File: config.mk
export PLATFORM = sky130hd
export DESIGN_NAME = ssd_scan_driver
export DESIGN_NICKNAME = d
export VERILOG_FILES = /design/src/rtl/ssd_pkg.sv /design/src/rtl/ssd_prescaler.sv /design/src/rtl/ssd_scan_driver.sv
export SDC_FILE = /design/constraint.sdc
export NUM_CORES = 1
export LEC_CHECK = 0
export ABC_AREA = 1
export CORE_MARGIN = 4
export CORE_UTILIZATION = 45
export CTS_CLUSTER_SIZE = 24
export DETAILED_ROUTE_END_ITERATION = 6
export PLACE_DENSITY = 0.7
export SYNTH_ARGS = -nofsm -noshare
export SYNTH_HDL_FRONTEND = slang
export SYNTH_SLANG_ARGS = --single-unit
File: constraint.sdc
create_clock -name clk -period 2.92 [get_ports clk]
set_clock_uncertainty 0.05 [all_clocks]
set_input_delay 0.584 -clock clk [delete_from_list [all_inputs] [get_ports clk]]
set_output_delay 0.584 -clock clk [all_outputs]
set_load 0.01 [all_outputs]
File: src/rtl/ssd_pkg.sv
// rtl/ssd_pkg.sv - shared constants, slot enum and hex-to-segment table for the SSD scan driver
package ssd_pkg;

  localparam logic [6:0] SEG_OFF = 7'h00;

  typedef enum logic {
    SLOT_RIGHT = 1'b0,
    SLOT_LEFT  = 1'b1
  } slot_e;

  // Segment order: bit 0 = a ... bit 6 = g, active-high.
  function automatic logic [6:0] hex_to_seg(input logic [3:0] hex);
    logic [6:0] seg;
    case (hex)
      4'h0: seg = 7'h3F;
      4'h1: seg = 7'h06;
      4'h2: seg = 7'h5B;
      4'h3: seg = 7'h4F;
      4'h4: seg = 7'h66;
      4'h5: seg = 7'h6D;
      4'h6: seg = 7'h7D;
      4'h7: seg = 7'h07;
      4'h8: seg = 7'h7F;
      4'h9: seg = 7'h6F;
      4'hA: seg = 7'h77;
      4'hB: seg = 7'h7C;
      4'hC: seg = 7'h39;
      4'hD: seg = 7'h5E;
      4'hE: seg = 7'h79;
      default: seg = 7'h71;
    endcase
    return seg;
  endfunction

endpackage

File: src/rtl/ssd_prescaler.sv
// rtl/ssd_prescaler.sv - digit-slot prescaler, pulses slot_tick on the last cycle of each slot
module ssd_prescaler #(
  parameter int REFRESH_DIV = 50000
) (
  input  logic clk,
  input  logic rst,
  output logic slot_tick
);

  localparam int CW = (REFRESH_DIV > 1) ? $clog2(REFRESH_DIV) : 1;
  localparam logic [CW-1:0] TERMINAL = CW'(REFRESH_DIV - 1);

  logic [CW-1:0] cnt;

  assign slot_tick = (cnt == TERMINAL);

  always_ff @(posedge clk) begin
    if (rst) begin
      cnt <= '0;
    end else if (slot_tick) begin
      cnt <= '0;
    end else begin
      cnt <= cnt + 1'b1;
    end
  end

endmodule

File: src/rtl/ssd_scan_driver.sv
// rtl/ssd_scan_driver.sv - two-digit seven-segment scan driver with frame-synchronous shadow load
// Optional SSD_LZ_BLANK_EN blanks the left digit when its nibble is zero.
module ssd_scan_driver
  import ssd_pkg::*;
#(
  parameter int REFRESH_DIV     = 50000,
  parameter int SEVEN_SEG_WIDTH = 7
) (
  input  logic                       clk,
  input  logic                       rst,
  input  logic                       wr_en,
  input  logic [7:0]                 wr_data,
  input  logic                       en,
  output logic [SEVEN_SEG_WIDTH-1:0] SEG,
  output logic                       CAT,
  output logic                       pending,
  output logic                       frame_tick
);

  logic       slot_tick;
  slot_e      cat_q, cat_nxt;
  logic [7:0] staged, shadow, shadow_nxt;
  logic       boundary;
  logic [3:0] nibble;
  logic [6:0] seg_raw, seg_nxt;

  ssd_prescaler #(.REFRESH_DIV(REFRESH_DIV)) u_prescaler (
    .clk       (clk),
    .rst       (rst),
    .slot_tick (slot_tick)
  );

  assign CAT = cat_q;

  // SEG is decoded from next-state slot and shadow so it lands in the same edge as CAT.
  always_comb begin
    cat_nxt = cat_q;
    if (slot_tick) begin
      cat_nxt = (cat_q == SLOT_LEFT) ? SLOT_RIGHT : SLOT_LEFT;
    end
    boundary   = slot_tick && (cat_q == SLOT_LEFT);
    shadow_nxt = (boundary && pending) ? staged : shadow;
    nibble     = (cat_nxt == SLOT_LEFT) ? shadow_nxt[7:4] : shadow_nxt[3:0];
    seg_raw    = hex_to_seg(nibble);
`ifdef SSD_LZ_BLANK_EN
    if ((cat_nxt == SLOT_LEFT) && (shadow_nxt[7:4] == 4'h0)) begin
      seg_raw = SEG_OFF;
    end
`endif
    seg_nxt = en ? seg_raw : SEG_OFF;
  end

  always_ff @(posedge clk) begin
    if (rst) begin
      cat_q      <= SLOT_RIGHT;
      staged     <= '0;
      shadow     <= '0;
      pending    <= 1'b0;
      frame_tick <= 1'b0;
      SEG        <= '0;
    end else begin
      cat_q      <= cat_nxt;
      shadow     <= shadow_nxt;
      if (wr_en) begin
        staged <= wr_data;
      end
      // A write in the boundary cycle keeps pending set for the following frame.
      pending    <= wr_en || (pending && !boundary);
      frame_tick <= boundary;
      SEG        <= SEVEN_SEG_WIDTH'(seg_nxt);
    end
  end

endmodule
# ---- Yosys cells after proc, flatten, opt, wreduce, memory -nomap -nowiden
# Memories as Yosys holds them, arrays and structs flattened. A register that Yosys moved wholly into a read port is not among the register bits.
# Cells that the tools add are included.
dict set report totals {
  elab_cells 21
  ram_bits 0
  rom_bits 112
  latchBits 0
  mem_count 1
  out_inout_bits 10
  inputBits 12
  regBits 35
}
dict set report op_classes {
  add_sub_neg 1
  n_mux 4
  reduce_logical 7
  eq_ne 1
  shifts 0
  div_mod_pow 0
  n_bitwise 1
  magnitude_cmp 0
  n_mul 0
}
# memory words width rd rd_clocked_by_memory_dff write_ports line_no
set mem_list {}
lappend mem_list {{(no name shown)} 16 7 1 1 0 ssd_pkg.sv:14} ;# case (hex)
# cell n
set ops {}
lappend ops {{$add A16 B1 Y16 const B} 1}
lappend ops {{$eq A16 B16 Y1 const B} 1}
lappend ops {{$mux W8} 1}
lappend ops {{$mux W4} 1}
lappend ops {{$reduce_or A2 Y1} 2}
lappend ops {{$logic_and A1 B1 Y1} 3}
lappend ops {{$mux W1} 2}
lappend ops {{$logic_not A1 Y1} 1}
lappend ops {{$logic_or A1 B1 Y1} 1}
lappend ops {{$not A1 Y1} 1}

# ---- Depth between registers and ports, before layout
dict set report depth {
  ltp_word 5
  depth_mapped 20
  mapped_depth_nobuf 19
}

# ---- Cells and area by module
# Synthesis repeated with hierarchy kept, for this count alone.
dict set report hier_totals {
  cells_unflattened 289
  hier_area_um2 2080.7
}
# module seq_area_each_um2 n_inst area_each_um2 cells_each
set modules_own_cells {}
lappend modules_own_cells {ssd_scan_driver 520.5 1 1221.2 159}
lappend modules_own_cells {ssd_prescaler 320.3 1 859.6 130}

# ---- Worst setup path before layout
# Ideal clock, no wire load.
dict set report synth_timing {
  path_type {reg2reg}
  start {reg u_prescaler.cnt[0]}
  end {reg SEG[1]}
  n_path_buf 1
  arrival_ns 2.269
  period_less_slack_ns 2.430
  t_required_ns 2.759
  setup_slack_ns 0.490
  stages_incl_launch_ff 20
  setup_ns 0.111
  cell_sequence {dfxtp_1 > ha_1 > nand2_1 > nor2_1 > inv_1 > nor2_1 > nand3_1 > inv_1 > ha_1 > nand2_2 > buf_6 > o21ai_2 > nand2_2 > nand2_4 > inv_1 > ha_1 > nor2_1 > nand2_1 > nand2_1 > nor2_1}
}
dict set report synth_between {
  elab_chain_cells 5
  elab_cells_between_ends 6
  classes_between {eq/ne: 1; mux: 3; reduce/logical: 2}
}
# item line_no
set synth_rtl {}
lappend synth_rtl {{from (decl)} ssd_prescaler.sv:13} ;# logic [CW-1:0] cnt;
lappend synth_rtl {{from (signal assigned)} ssd_prescaler.sv:23} ;# cnt <= cnt + 1'b1;
lappend synth_rtl {{$eq A16 B16 Y1} ssd_prescaler.sv:15} ;# assign slot_tick = (cnt == TERMINAL);
lappend synth_rtl {{$logic_and A1 B1 Y1} ssd_scan_driver.sv:41} ;# boundary = slot_tick && (cat_q == SLOT_LEFT);
lappend synth_rtl {{net boundary} ssd_scan_driver.sv:23} ;# logic boundary;
lappend synth_rtl {{$logic_and A1 B1 Y1} ssd_scan_driver.sv:42} ;# shadow_nxt = (boundary && pending) ? staged : shadow;
lappend synth_rtl {{$mux W8} ssd_scan_driver.sv:42}
lappend synth_rtl {{$mux W4} ssd_scan_driver.sv:43} ;# nibble = (cat_nxt == SLOT_LEFT) ? shadow_nxt[7:4] : shadow_nxt[3:0];
lappend synth_rtl {{to (decl)} ssd_scan_driver.sv:14} ;# output logic [SEVEN_SEG_WIDTH-1:0] SEG,
# The timed path passes the listed nets, and every way through them passes these cells.
# A chain may end at the register's enable or synchronous reset.

# ---- Worst setup path after layout
# Ends and elaborated chain as after synthesis.

==> metrics.cfg <==
[synth]
yosys-top-cells-area = dfxtp_1 42%, nor2_1 8.3%, nand2_1 8.1%, nand3_1 7.3%, inv_1 6.0%
synth_top_area_share_pct = 42.11
synth-edff-count = 0
syn-instance-count = 272
synth_top_area_cell = dfxtp_1
synthesis.area_mm2 = 0.001997
yosysMostFrequentCell = nor2_1
ys_top_cells_by_count = 44 x nor2_1, 43 x nand2_1, 42 x dfxtp_1
yosys_warnings = 0
syn-num-nets = 293
avgSynthCellArea_um2 = 7.342
ys_seq_area_share_pct = 42.11
synth_ff_type = dfxtp_1
async_flop_share_pct = 0
ys_seq_elements = 42
synthDistinctLibCells = 24

[placement]
gp_congestion = 0.8045
hpwl_um = 2766
port-buffer-count = 21
dp.cells = 342

[outcome]
status = complete, no violations

[route]
drt_iter0_markers = 108
first_pass_iters = 4
wl_um = 3712
vias = 1708
wire_per_inst_um = 10.64
drc = 0
avgViaCountPerCell = 4.894
ant_nets = 0

[min_path]
hp-class = flop to flop
hold_start = u_prescaler.cnt[0]

[sta]
period_share_pct = 87.52
final_hold_viol_count = 0
fin_crit_ns = 2.556
tightest_slew_ns = 0.3095
tns_ns = 0
rsz0062_at_grt = false
slew_headroom_pct = 79.29
max_freq_ghz = 0.3913
slew_violations = 0
setup-violations-final = 0

[grt]
grtUsageTotal_pct = 15.35
antenna_found_initial = 0
grt_max_degree = 17
grt_pass1_vias = 1527
overflow = 0
grt_pass1_wl_um = 6610

[cts]
cts_tree = built
cts_hold_buf = 0
cts_made_buffers = 5
clock_sinks = 42
cts-root-buf = clkbuf_8
clockBufferDepth = 2
clkLatencyLatePin_ns = 0.29
htree_levels = 2
post_cts_buffers = 0
clk_pin_slew_ns = 0.08

[floorplan]
core_mm2 = 0.004144
rows = 23
die_area_mm2 = 0.005567
die_w_um = 74.62
die-height_um = 74.62
ios = 22
initial_core_util_pct = 48.19

[worst_setup_path]
critical_path_class = flop to flop
cpMostUsedCell = nor2_1
startpoint_type = flop
critPathMaxFanout = 11
crit_chain = ha_1 > nand2_1 > nor2_1 > inv_1 > nor2_1 > nand3_1 > inv_1 > ha_4 > nand2_4 > o21ai_2 > nand2_2 > nand2_4 > inv_1 > ha_1 > nor2_1 > nand2_1 > nand2_1 > nor2_1
crit_slowest_cell = dfxtp_1
critical_path_required_ns = 3.06
arrival_ns = 2.70
critical_path.max_stage_delay_ns = 0.36
endpoint_kind = flop
r2r_start = u_prescaler.cnt[0]
worstSetupStartpoint = u_prescaler.cnt[0]

[layout]
drive_gt1_share_pct = 10.70
layout.cells.non_filler = 349
antenna_cells = 0
syn_to_final_growth_pct = 18.11
nets = 320

[power_and_ir_drop]
vdd_drop_max_mv = 0.2478
finalPower_mw = 1.013
p_leak_nw = 0.9857
p_per_area_mw_per_mm2 = 429.5

[run]
drv_cap = 0

==> report_power, final <==
group	switching, mW	internal, mW
registers	0.00977	0.589
logic	0.0283	0.0325
clock network	0.193	0.161
total	0.231	0.782
==> layout make-up <==
class                      count  area (um2)
sequential                    42       840.8
multi-input combinational    193        1022
timing repair buffer          23       225.2
tap                           50       62.56
fill                         409        1785
clock inverter                 2       10.01
clock buffer                   5       68.82
inverter                      34       128.9
==> metrics by stage <==
stage          setup slack, ns  cell area [um2]  hold WS (ns)  utilization, %
3_3_place_gp            0.3076             2262        0.3812           54.59
6_report                0.3645             2359        0.4043           56.91
2_1_floorplan           0.4898             1997        0.3675               -
4_1_cts                 0.1483             2341        0.4035           56.49
5_1_grt                0.04341             2359        0.4203           56.91
3_5_place_dp            0.1785             2262        0.3918           54.59
==> sequential cells by signal, summed over array words and instances, names as in the netlist <==
register,flops
staged,8
u_prescaler.cnt,16
SEG,7
CAT,1
shadow,8
frame_tick,1
pending,1
==> worst max-delay path, delay by kind of cell, from the launching register on <==
family,cells,cell delay [ns]
buf+inv,3,0.21
fa+ha+maj,3,0.66
flops,1,0.36
compound gates,1,0.18
simple gates,11,1.00
==> cells by family after synthesis <==
group	after synthesis	share of synthesized area, %
buffers and inverters	37	7.581
adders and majority gates	9	5.639
xor gates and xnor gates	4	1.755
AOI/OAI and AO/OA	36	9.398
and+or+nand+nor	144	33.52
DFF	42	42.11
==> layout by cell type (no fill, tap or decap), types with 2 or more instances in the layout <==
cell	Yosys	final
xor2_1	2	2
xnor2_1	2	2
ha_1	9	8
nand3_1	29	29
nand4_1	4	4
dfxtp_1	42	42
nor3_1	4	4
nand2_4	3	4
clkbuf_8	0	5
o21ai_0	11	11
inv_1	32	31
nor2_1	44	44
clkdlybuf4s50_1	0	21
o21ai_2	2	2
a21oi_1	22	22
nand2_2	14	13
nand2_1	43	43
clkinv_2	1	3
buf_4	1	2
==> path summary, 6_finish.rpt <==
kind | end | slack (ns) | cells past startpoint
max reg2reg | SEG[1] | 0.36 | 18
max | SEG[1] | 0.36 | 18
min | u_prescaler.cnt[0] | 0.40 | 1
min reg2reg | u_prescaler.cnt[0] | 0.40 | 1
==> timing repair <==
item	in CTS	in global routing
setup endpoints to repair	0	7
gates resized for setup	0	4
hold endpoints to repair	0	0
==> layer usage <==
metal | part of all wire [%] | global-route usage (%)
met5 | 0 | 0
met4 | 2.0 | 7.708
met3 | 5.9 | 3.872
met2 | 40 | 22.24
met1 | 52 | 21.17
Power figures use the tool's default switching activity.
